--- src/rtl/bcp_pkg.sv ---
// bcp_pkg: shared types and sizing for the BCP slot dispatch decoder
package bcp_pkg;
  localparam int BCP_N_SLOTS = 8;
  typedef enum logic {IDLE, REQ} dispatch_state_t;
  typedef enum logic [1:0] {ERR_NONE, ERR_DUP, ERR_RANGE, ERR_TIMEOUT} dispatch_err_t;
endpackage

--- src/rtl/onehot_decoder.sv ---
// onehot_decoder: binary index to one-hot, all-zero for indices at or beyond N_SLOTS
module onehot_decoder #(
  parameter int N_SLOTS = 8,
  parameter int IDX_W   = $clog2(N_SLOTS)
) (
  input  logic [IDX_W-1:0]   i_idx,
  output logic [N_SLOTS-1:0] o_onehot
);
  for (genvar g = 0; g < N_SLOTS; g++) begin : g_bit
    assign o_onehot[g] = (i_idx == IDX_W'(g));
  end
endmodule

--- src/rtl/bcp_slot_dispatch_decoder.sv ---
// bcp_slot_dispatch_decoder: index-to-one-hot slot dispatch with claim tracking; SLOT_TIMEOUT_EN adds an ack timeout
module bcp_slot_dispatch_decoder
  import bcp_pkg::*;
#(
  parameter int N_SLOTS = BCP_N_SLOTS,
  parameter int IDX_W   = $clog2(N_SLOTS)
`ifdef SLOT_TIMEOUT_EN
  ,
  parameter int TIMEOUT = 16
`endif
) (
  input  logic               clk,
  input  logic               rst_n,
  input  logic               i_in_valid,
  output logic               o_in_ready,
  input  logic [IDX_W-1:0]   i_in_idx,
  input  logic               i_clear_claims,
  output logic [N_SLOTS-1:0] o_slot_req,
  input  logic [N_SLOTS-1:0] i_slot_ack,
  output logic               o_done,
  output logic [IDX_W-1:0]   o_done_idx,
  output logic [N_SLOTS-1:0] o_claimed_mask,
  output logic               o_err,
  output logic [1:0]         o_err_code
);
  dispatch_state_t    r_state;
  logic [IDX_W-1:0]   r_idx;
  logic [N_SLOTS-1:0] r_req;
  logic [N_SLOTS-1:0] r_claimed;
  logic               r_done;
  logic [IDX_W-1:0]   r_done_idx;
  logic               r_err;
  dispatch_err_t      r_err_code;
  logic [N_SLOTS-1:0] w_in_oh;
  logic [N_SLOTS-1:0] w_idx_oh;
  logic [N_SLOTS-1:0] w_claimed_base;
  logic               w_range;
  logic               w_dup;
  logic               w_ack;
`ifdef SLOT_TIMEOUT_EN
  localparam int CNT_W = $clog2(TIMEOUT + 1);
  logic [CNT_W-1:0] r_wait;
`endif

  onehot_decoder #(.N_SLOTS(N_SLOTS), .IDX_W(IDX_W)) u_in_dec (
    .i_idx    (i_in_idx),
    .o_onehot (w_in_oh)
  );

  onehot_decoder #(.N_SLOTS(N_SLOTS), .IDX_W(IDX_W)) u_req_dec (
    .i_idx    (r_idx),
    .o_onehot (w_idx_oh)
  );

  // clear_claims takes effect before the duplicate check and the new claim bit
  always_comb begin
    w_claimed_base = i_clear_claims ? '0 : r_claimed;
    w_range        = {1'b0, i_in_idx} >= (IDX_W + 1)'(N_SLOTS);
    w_dup          = |(w_in_oh & w_claimed_base);
    w_ack          = |(i_slot_ack & w_idx_oh);
  end

  assign o_in_ready     = (r_state == IDLE);
  assign o_slot_req     = r_req;
  assign o_done         = r_done;
  assign o_done_idx     = r_done_idx;
  assign o_claimed_mask = r_claimed;
  assign o_err          = r_err;
  assign o_err_code     = r_err_code;

  // dispatch FSM with registered request, claim mask and status pulses
  always_ff @(posedge clk or negedge rst_n) begin
    if (!rst_n) begin
      r_state    <= IDLE;
      r_idx      <= '0;
      r_req      <= '0;
      r_claimed  <= '0;
      r_done     <= 1'b0;
      r_done_idx <= '0;
      r_err      <= 1'b0;
      r_err_code <= ERR_NONE;
`ifdef SLOT_TIMEOUT_EN
      r_wait     <= '0;
`endif
    end else begin
      r_done    <= 1'b0;
      r_err     <= 1'b0;
      r_claimed <= w_claimed_base;
      case (r_state)
        IDLE: begin
          if (i_in_valid) begin
            if (w_range) begin
              r_err      <= 1'b1;
              r_err_code <= ERR_RANGE;
            end else if (w_dup) begin
              r_err      <= 1'b1;
              r_err_code <= ERR_DUP;
            end else begin
              r_idx     <= i_in_idx;
              r_req     <= w_in_oh;
              r_claimed <= w_claimed_base | w_in_oh;
              r_state   <= REQ;
`ifdef SLOT_TIMEOUT_EN
              r_wait    <= '0;
`endif
            end
          end
        end
        REQ: begin
          if (w_ack) begin
            r_state    <= IDLE;
            r_req      <= '0;
            r_done     <= 1'b1;
            r_done_idx <= r_idx;
`ifdef SLOT_TIMEOUT_EN
          end else if (r_wait == CNT_W'(TIMEOUT - 1)) begin
            r_state    <= IDLE;
            r_req      <= '0;
            r_claimed  <= w_claimed_base & ~w_idx_oh;
            r_err      <= 1'b1;
            r_err_code <= ERR_TIMEOUT;
          end else begin
            r_wait     <= r_wait + 1'b1;
`endif
          end
        end
        default: r_state <= IDLE;
      endcase
    end
  end
endmodule

--- config.mk ---
export PLATFORM = sky130hd
export DESIGN_NAME = bcp_slot_dispatch_decoder
export DESIGN_NICKNAME = d
export VERILOG_FILES = /design/src/rtl/bcp_pkg.sv /design/src/rtl/onehot_decoder.sv /design/src/rtl/bcp_slot_dispatch_decoder.sv
export SDC_FILE = /design/constraint.sdc
export NUM_CORES = 1
export LEC_CHECK = 0
export ABC_AREA = 1
export ABC_CLOCK_PERIOD_IN_PS = 1300
export CAP_MARGIN = 10
export CORE_ASPECT_RATIO = 0.6
export CORE_MARGIN = 5
export CORE_UTILIZATION = 42
export CTS_CLUSTER_DIAMETER = 200
export DETAILED_ROUTE_END_ITERATION = 8
export PLACE_DENSITY = 0.84
export SYNTH_ARGS = -nofsm -noshare
export SYNTH_HDL_FRONTEND = slang
export SYNTH_SLANG_ARGS = --single-unit
--- constraint.sdc ---
create_clock -name clk -period 1.3 [get_ports clk]
set_clock_uncertainty 0.1 [all_clocks]
set_input_delay 0.26 -clock clk [delete_from_list [all_inputs] [get_ports clk]]
set_output_delay 0.26 -clock clk [all_outputs]
set_load 0.005 [all_outputs]
==> results.yml <==
setup_path:
  critical_path.max_stage_delay_ps: 420
  crit_slowest_cell: "dfrtp_1"
  start_kind: "register"
  arrival_ps: 1620
  crit_chain: "buf_6 -> nand2_4 -> nor2_2 -> nor2_1 -> nand2_2 -> nor2_4 -> nand3b_1 -> nand2_1"
  critPathTopFamily: "simple AND/OR/NAND/NOR gates"
  critPathCaptureType: "register"
  crit_required_ps: 1420
  path_buf_inv: 1
  crit_fanout: 5
  path_class: "register to register"
yosys:
  yosysWarnings: 0
  syn_area_sq_mm: 0.00139
  avgSynthCellArea_sq_um: 7.87
  synth_seq_cells: 26
  syn_inst: 177
  synthDistinctLibCells: 21
  synth_nets: 192
  synth_seq_area_share_pct: 46.7
routing:
  detail-route-antenna-nets: 0
  vias: 1493
  firstDrtPassIters: 4
  remaining_drc_errors: 0
  viasPerCell: 4.79
  initialDrtViolationCount: 76
  totalWireLength_mm: 4.26
  wl_per_cell_microns: 13.7
power_and_ir_drop:
  power.density_mw_per_mm2: 1460
  seq_power_share_pct: 33.4
  p_int_uw: 2310
  cellLeakagePower_uw: 0.00130
  power.share.clock_pct: 19.4
  vdd_drop_max_mv: 0.929
  p_switching_uw: 1170
  comb_power_share_pct: 47.2
  swShare_pct: 33.7
  power.total_uw: 3480
die:
  rows: 16
  die_h_microns: 54.6
  initial_utilization_pct: 43.2
  io_pins: 39
  core_area_sq_mm: 0.00322
  dieArea_sq_mm: 0.00460
  die_w_microns: 84.3
clock_tree:
  cts.htree.levels: 1
  cts-hold-fix-buffers: 0
  cts_tree: "built"
  root_buffer: "clkbuf_8"
  clk_pin_slew_ps: 90
  clockBufferDepth: 2
  numCtsBuffers: 3
  cts_num_sinks: 26
  clock_latency_ps: 280
sta:
  fmaxAchievable_mhz: 666
  rsz0062_at_grt: "yes"
  drv_slew: 0
  layout_setup_ws_ps: -202
  finalCritPeriodShare_pct: 116
  setup_violations: 24
  finalHoldViolations: 0
  layout_min_cycle_time_ps: 1500
layout:
  areaGrowthSynthToFinish_pct: 71.2
  post-route-cell-area_sq_mm: 0.00238
  drive_above_1_share_pct: 44.2
  layout_commonest_cell: "buf_4"
  diodes: 0
  seq_area_sq_um: 652
  finalCoreUtilization_pct: 74.0
  multiInputGateArea_sq_um: 724
  layout.nets: 283
  fillers: 238
  final_cell_mix: "39 x buf_4, 33 x nand2_1, 25 x dfrtp_1"
placement:
  dpl.hpwl_mm: 2.83
  gp_congestion: 0.933
  placed_cell_area_sq_mm: 0.00203
  port_buffers: 37
status:
  failed_checks: "negative setup slack"
  status: "complete, but fails checks"
global_routing:
  grt_usage_pct: 19.7
  antenna_found_initial: 0
  grt_pass1_wl_mm: 7.03
  grt_max_degree: 27
  grt_pass1_vias: 1470
  grt_remaining_overflow: 0
flow_run:
  maxCapViolations: 0
worst_hold_path:
  hp-class: "primary input to asynchronous set/reset pin"
## power by group through the flow
stage	registers [uW]	logic, uW	clock network (uW)
5_1_grt	1180	1790	728
6_report	1160	1640	676
3_5_place_dp	1170	1310	0
3_3_place_gp	1160	1270	0
4_1_cts	1150	1590	693
2_1_floorplan	1150	604	0
## per-layer routing
layer  up-vias  global-route usage, %  share of wire (%)  wire (microns)
met5         -                      0                  0               0
met4         0                   3.42               0.52              22
met3         3                   5.11                8.2             349
met2        58                   33.9                 48            2040
met1       700                   26.0                 43            1850
li1        732                      -                  -               -
## synth_stat cells
cell      count  area share, %
o21ai_0       6            2.2
nand3_1      17            6.1
or2_0         2           0.90
nand3_4       1            1.3
nor2_2        6            2.7
nand2_2       3            1.3
o21ai_2       1           0.63
conb_1        1           0.27
inv_1        20            5.4
nand2_1      48             13
a31oi_1       1           0.45
nor2_1       21            5.7
inv_2         4            1.1
buf_2         1           0.36
dfrtp_1      26             47
buf_6         2            1.6
nand3b_1      3            1.6
nand3_2       6            4.3
buf_4         2            1.1
nor2_4        2            1.6
nand4_1       4            1.8
## worst register-to-register path, delay by kind of cell (launching register included)
kind	cells	cell delay (ps)
buffers and inverters	1	140
DFF	1	420
and+or+nand+nor	7	780
## cells by family (layout without fill, tap and decap cells)
family	count (synthesis)	after routing	share of synthesized area (%)
buffers and inverters	29	117	9.52
other	1	1	0.269
and+or+nand+nor	113	115	40.3
AOI/OAI and AO/OA	8	8	3.23
DFF	26	26	46.7
## through the flow
step                      hold slack [ps]  instances  setup TNS (ps)  setup WS, ps
after floorplan                      -136        177            -357         -46.1
after global placement                352        286          -15030          -696
after detailed placement              360        286          -16270          -750
after CTS                             222        311           -3000          -166
after global routing                  231        312           -5730          -286
final                                 214        312           -3890          -202
## what timing repair did
item | 4_1_cts | 5_1_grt
setup endpoints to repair | 49 | 41
pin swaps | 16 | 6
resized for setup | 94 | 29
setup buffers | 18 | 5
cloned | 3 | 0
hold endpoints to repair | 0 | 0
## flip-flops by register name (all words and copies together) (netlist names)
register and flops:
o_claimed_mask 8, o_slot_req 8, o_done_idx 3, r_idx 3
o_done 1, o_err 1, o_err_code 1, r_state 1
## final timing paths
path	slack, ps	cells past startpoint	end	from
min in group clk	320	4	o_slot_req[4]$_DFFE_PN0P_	i_in_idx[1]
setup reg to reg	-200	8	o_claimed_mask[1]$_DFF_PN0_	o_claimed_mask[7]$_DFF_PN0_
max in group asynchronous	720	2	r_idx[2]$_DFFE_PN0P_	rst_n
hold / removal	210	2	o_claimed_mask[4]$_DFF_PN0_	rst_n
setup / recovery	-200	8	o_claimed_mask[1]$_DFF_PN0_	o_claimed_mask[7]$_DFF_PN0_
hold reg to reg	410	2	o_done_idx[0]$_DFFE_PN0P_	o_done_idx[0]$_DFFE_PN0P_
## area by class of cell
type                            count  area share, %
Tap cell                           45           2.36
Inverter                           24           3.88
Timing Repair Buffer               89           33.1
Multi-Input combinational cell    124           30.4
Clock buffer                        3           1.73
Clock inverter                      1           1.26
Sequential cell                    26           27.3
(Power assumes the default switching activity.)
